--- config.mk ---
export PLATFORM = sky130hd
export DESIGN_NAME = mux_4_1_arb
export DESIGN_NICKNAME = d
export VERILOG_FILES = /design/src/rtl/mux_4_1_arb_pkg.sv /design/src/rtl/mux_4_1_arb_rr_pick.sv /design/src/rtl/mux_4_1_arb.sv
export SDC_FILE = /design/constraint.sdc
export NUM_CORES = 1
export LEC_CHECK = 0
export BUFFER_PORTS_ARGS = -buffer_cell sky130_fd_sc_hd__buf_2
export CORE_AREA = 2 2 39 41
export DETAILED_ROUTE_END_ITERATION = 7
export DIE_AREA = 0 0 41 43
export GPL_TIMING_DRIVEN = 0
export PLACE_DENSITY = 0.75
export SLEW_MARGIN = 20
export SYNTH_ARGS = -nofsm -noshare
export SYNTH_HDL_FRONTEND = slang
export SYNTH_SLANG_ARGS = --single-unit
--- constraint.sdc ---
create_clock -name clk -period 2.4 [get_ports clk]
set_input_delay 0.48 -clock clk [delete_from_list [all_inputs] [get_ports clk]]
set_output_delay 0.48 -clock clk [all_outputs]
set_load 0.1 [all_outputs]
--- src/rtl/mux_4_1_arb_pkg.sv ---
// Shared types and constants for the 4-input mux arbiter.
package mux_4_1_arb_pkg;

    localparam int unsigned N_REQ = 4;
    localparam int unsigned IDX_W = 2;

    typedef enum logic {
        IDLE = 1'b0,
        OWN  = 1'b1
    } state_e;

    // Binary owner index to one-hot grant vector.
    function automatic logic [N_REQ-1:0] idx_to_onehot(input logic [IDX_W-1:0] idx);
        logic [N_REQ-1:0] oh;
        oh      = '0;
        oh[idx] = 1'b1;
        return oh;
    endfunction

endpackage

--- src/rtl/mux_4_1_arb_rr_pick.sv ---
// Rotating-priority search: first set req bit at ptr+1, ptr+2, ptr+3, ptr.
module rr_pick
    import mux_4_1_arb_pkg::*;
(
    input  logic [N_REQ-1:0] req,
    input  logic [IDX_W-1:0] ptr,
    output logic             found,
    output logic [IDX_W-1:0] idx
);

    // Walk the ring starting just after ptr; ptr itself is checked last.
    always_comb begin
        logic [IDX_W-1:0] cand;
        found = 1'b0;
        idx   = '0;
        cand  = '0;
        for (int unsigned k = 1; k <= N_REQ; k++) begin
            cand = ptr + IDX_W'(k);
            if (!found && req[cand]) begin
                found = 1'b1;
                idx   = cand;
            end
        end
    end

endmodule

--- src/rtl/mux_4_1_arb.sv ---
// Round-robin arbiter owning the select lines of a 4:1 mux, with a
// bounded hold time per owner.
module mux_4_1_arb
    import mux_4_1_arb_pkg::*;
#(
    parameter int unsigned MAX_HOLD = 4
) (
    input  logic             clk,
    input  logic             rst_n,
    input  logic [N_REQ-1:0] req,
    input  logic             done,
    output logic [N_REQ-1:0] gnt,
    output logic             s_0,
    output logic             s_1,
    output logic             busy
);

    localparam logic [2:0] HOLD_LAST = 3'(MAX_HOLD - 1);

    state_e           state_q;
    logic [N_REQ-1:0] gnt_q;
    logic [IDX_W-1:0] sel_q;
    logic [IDX_W-1:0] ptr_q;
    logic [2:0]       hold_q;

    logic             pick_found;
    logic [IDX_W-1:0] pick_idx;
    logic             rel_w;

    // ptr_q is the last owner; while in OWN it is also the current owner,
    // so one picker serves both initial grants and hand-offs.
    rr_pick u_rr_pick (
        .req   (req),
        .ptr   (ptr_q),
        .found (pick_found),
        .idx   (pick_idx)
    );

    // Owner release condition: done, dropped request, or hold limit reached.
    always_comb begin
        rel_w = done || !req[ptr_q] || (hold_q == HOLD_LAST);
    end

    // Arbitration FSM with registered grant, select, pointer and hold count.
    always_ff @(posedge clk or negedge rst_n) begin
        if (!rst_n) begin
            state_q <= IDLE;
            gnt_q   <= '0;
            sel_q   <= '0;
            ptr_q   <= IDX_W'(N_REQ - 1);
            hold_q  <= '0;
        end else begin
            case (state_q)
                IDLE: begin
                    if (pick_found) begin
                        state_q <= OWN;
                        gnt_q   <= idx_to_onehot(pick_idx);
                        sel_q   <= pick_idx;
                        ptr_q   <= pick_idx;
                        hold_q  <= '0;
                    end
                end
                OWN: begin
                    if (rel_w) begin
                        if (pick_found) begin
                            gnt_q  <= idx_to_onehot(pick_idx);
                            sel_q  <= pick_idx;
                            ptr_q  <= pick_idx;
                            hold_q <= '0;
                        end else begin
                            state_q <= IDLE;
                            gnt_q   <= '0;
                        end
                    end else begin
                        hold_q <= hold_q + 3'd1;
                    end
                end
                default: begin
                    state_q <= IDLE;
                    gnt_q   <= '0;
                end
            endcase
        end
    end

    assign gnt  = gnt_q;
    assign s_0  = sel_q[0];
    assign s_1  = sel_q[1];
    assign busy = |gnt_q;

endmodule

# After elaboration in Yosys (flattened, before gate mapping)
# Cells that the tools add are included.
# Widths: inputs -> output; s select.
dict set report word_totals {
  register_bits 12
  latchBits 0
  mem_bits_ro 0
  ram_bits 0
  n_memories 0
  word_cells 65
  inputBits 7
}
dict set report classes {
  n_div 0
  n_eq_ne 3
  mux 34
  n_mul 0
  n_reduce_logical 12
  n_addsub 4
  bitwise_logic 1
  shifts 0
  order_cmp 6
}
# cell n
set op_table {}
lappend op_table {{$mux 2} 8}
lappend op_table {{$lt 2x3->1 const B} 5}
lappend op_table {{$mux 4} 3}
lappend op_table {{$mux 1} 11}
lappend op_table {{$bmux 1 s2} 4}
lappend op_table {{$pmux 2 s2} 2}
lappend op_table {{$pmux 4 s2} 1}
lappend op_table {{$mux 3} 2}
lappend op_table {{$pmux 3 s2} 1}
lappend op_table {{$add 2x2->2 const B} 2}
lappend op_table {{$logic_and 1x1->1} 4}
lappend op_table {{$logic_not 1->1} 4}
lappend op_table {{$reduce_or 4->1} 1}
lappend op_table {{$add 3x1->3 const B} 1}
lappend op_table {{$eq 3x2->1 const B} 1}
lappend op_table {{$add 2x1->2 const B} 1}
lappend op_table {{$demux 1 s2} 1}
lappend op_table {{$ge 2x1->1 const B} 1}
lappend op_table {{$logic_or 1x1->1} 2}
lappend op_table {{$ne 2x1->1 const B} 1}
lappend op_table {{$ne 2x2->1 const B} 1}
lappend op_table {{$pmux 1 s2} 1}
lappend op_table {{$reduce_and 2->1} 1}
lappend op_table {{$not 1->1} 1}

# Longest topological paths before layout
dict set report logic_depth {
  ltp_word 20
  mapped_depth 6
  mapped_depth_nobuf 6
}

# By module
# From an unflattened synthesis, not the netlist that was laid out.
dict set report hier_totals {
  cells_unflattened 51
  hier_area_um2 636.9
}
# mod n_inst cells_per_inst area_per_inst_um2
set modules_own_cells {}
lappend modules_own_cells {mux_4_1_arb 1 37 545.5}
lappend modules_own_cells {rr_pick 1 14 91.3}

# Worst setup path before layout
# No wires, ideal clock.
dict set report synth_timing {
  path_type {reg2out}
  start {reg gnt_q[1] (netlist: gnt[1])}
  end {out busy}
  required_time_ns 1.920
  stages_incl_launch_ff 2
  n_path_buf 0
  slack_ns 0.105
  t_arrival_ns 1.815
  cell_sequence {dfrtp_1 -> or4_1}
}
dict set report synth_between {
  elab_chain_len 1
}
# element line
set synth_lines {}
lappend synth_lines {{from (decl)} mux_4_1_arb.sv:21} ;# logic [N_REQ-1:0] gnt_q;
lappend synth_lines {{from (signal assigned)} mux_4_1_arb.sv:57} ;# gnt_q <= idx_to_onehot(pick_idx);
lappend synth_lines {{from (signal assigned)} mux_4_1_arb.sv:66} ;# gnt_q <= idx_to_onehot(pick_idx);
lappend synth_lines {{$reduce_or 4->1} mux_4_1_arb.sv:89} ;# assign busy = |gnt_q;
lappend synth_lines {{to (decl)} mux_4_1_arb.sv:15} ;# output logic busy
# No other way between the ends.

# Worst setup path after layout
dict set report layout_timing {
  start {reg gnt_q[0] (netlist: gnt[0])}
  end {out busy}
}
# Same word-level chain as after synthesis.

==> reports/results.txt <==
Run status -> completed
Worst r2r path cells -> 4
CP startpoint kind -> flip-flop
Syn nets -> 63
Yosys warns -> 0
Cell taking the most area after synthesis -> dfrtp_1
Pin count of the biggest net entering global routing -> 13
Io pins -> 14
Crit Path Category -> flip-flop to output port
Sink Count -> 12
Critical Path RT -> 1920 ps
# DRC -> 0
ANT nets after route -> 0
Max-cap violations -> 0
Die W -> 41 um
Final Hold Fails -> 0
Chip Height -> 43 um
I/O Buffers -> 13
Row count -> 14
Top post-synthesis cells by area -> dfrtp_1, dfstp_2, a32o_1
Tightest Pin Transition -> 552 ps
Slew Viols, Final -> 0
Die area -> 1760 um2
Fmax -> 513 MHz
Commonest non-fill, non-tap cells in the layout -> buf_2, dfrtp_1, nor2_1
Grt total ovfl -> 0
Worst Hold Class -> input port to asynchronous set/reset pin
First-pass GRT wire length -> 1880 um
Max FO, Critical Path -> 3
WL/cell -> 13.0 um
Area of the multi-input gates -> 324 um2
H-tree depth -> 1
CTS buffer count -> 3
Area share of the largest cell type after synthesis -> 0.388
Post_cts resized -> 0
#FFs+latches synth -> 12
Fillers -> 127
Final Setup Violations -> 0
Routability Congestion -> 0.796
Layout cells sized above 1 -> 0.408
Crit end category -> output port
Clock Latency Late Sink -> 270 ps
DR iter-0 viols -> 4
Fin nets -> 81
Setup TNS -> 0 ps
Mapped Area -> 646 um2
Vias in the first global route -> 440
Initial Utilization -> 0.467
Tmin final -> 1950 ps
FF+latch area -> 303 um2
Seq/Total Area, Yosys -> 0.469
Initial antenna violation count -> 0
Worst-path clk slew -> 80 ps
Worst clock skew -> 14.6 ps
Worst slew margin -> 0.629
Max incr delay on CP -> 490 ps
Worst path cell trace -> or4_1, buf_2
Antenna Cells -> 0
RSZ-0062 raised after global routing -> false
Mean post-synth cell area -> 12.0 um2
Core area -> 1380 um2
Worst path slowest cell -> or4_1
Final period util -> 0.813
Final WS setup -> 449 ps
Cells after Synth -> 54
Setup bufs post-CTS -> 0
Vias -> 504
Vias per inst -> 5.79
Clock Root Buffer -> clkbuf_4
Detail Placement HPWL -> 887 um
CP Data Arrival Time -> 1470 ps
Area delta synth->final -> 17.2%
Commonest non-fill, non-tap cell in the layout -> buf_2
GRT Util Overall -> 0.162
CTS tree -> built
Number of hold buffers added after CTS -> 0
Post-Route WL -> 1130 um
DRT Pass-1 Iters -> 4
Clock buffer depth -> 2
Cell variety after synth -> 29
Dpl ws -> 433 ps
-- registers in the layout, summed over array words and instances (netlist names) --
register and flops:
sel_q 2, gnt 4, hold_q 3, ptr_q 2, state_q 1
-- stage by stage --
step | std cells | util | cell area, um2 | hold slack (ps)
3_5_place_dp | 83 | 0.528 | 731 | 368
5_1_grt | 87 | 0.547 | 757 | 74.8
2_1_floorplan | 54 | - | 646 | 184
3_3_place_gp | 83 | 0.528 | 731 | 364
6_report | 87 | 0.547 | 757 | 60.7
4_1_cts | 87 | 0.547 | 757 | 68.3
-- cells by family (layout without fill, tap and decap cells) --
family	after synthesis	count (layout)	share of synthesized area
DFF	12	12	0.469
muxes	4	4	0.0853
AOI/OAI and AO/OA	16	16	0.204
buffers and inverters	4	21	0.0291
adders and majority gates	2	2	0.0388
and+or+nand+nor	16	16	0.174
-- routing by layer --
layer / part of all wire / global-route usage
met1: 0.43 / 0.202
met5: 0 / 0
met3: 0.046 / 0.0942
met4: 0 / 0.0200
met2: 0.53 / 0.244
-- worst paths after layout --
path | startpoint | end | slack [ps]
max | gnt[0] | busy | 450
min | rst_n | hold_q[0] | 60
min in group clk | hold_q[0] | hold_q[0] | 500
min reg2reg | hold_q[0] | hold_q[0] | 500
max reg2reg | ptr_q[0] | gnt[2] | 460
max in group asynchronous | rst_n | ptr_q[1] | 2060
-- layout make-up --
cell class                      instances  area share
Buffer                                  1     0.00992
Clock buffer                            4      0.0347
Tap cell                               16      0.0264
Timing Repair Buffer                   13      0.0860
Inverter                                3      0.0149
Sequential cell                        12       0.400
Multi-Input combinational cell         38       0.428
-- synthesized netlist by cell type --
cell      count
and3_2        1
o21ai_2       1
nand2_1       2
or2b_1        1
nor3b_1       2
a211oi_1      1
nor4b_4       1
a211o_2       1
buf_4         1
ha_1          2
dfstp_2       2
or4_1         1
mux4_2        1
mux2_2        2
inv_1         3
a22o_1        2
mux2i_1       1
o21ai_0       2
o22ai_1       1
o21ai_1       1
or3_1         1
a21bo_2       1
a32o_1        3
nor4_2        1
dfrtp_1      10
nor2_1        5
a21oi_1       2
nand2b_1      1
a21oi_4       1
-- worst max-delay path, delay by kind of cell, from the launching register on --
kind	cells	cell delay [ps]
AND/OR/NAND/NOR	1	490
flip-flops	1	400
buffers and inverters	1	300
Power is not shown: default switching activity piles up to over one toggle a cycle in this logic, so the estimate is an artifact.
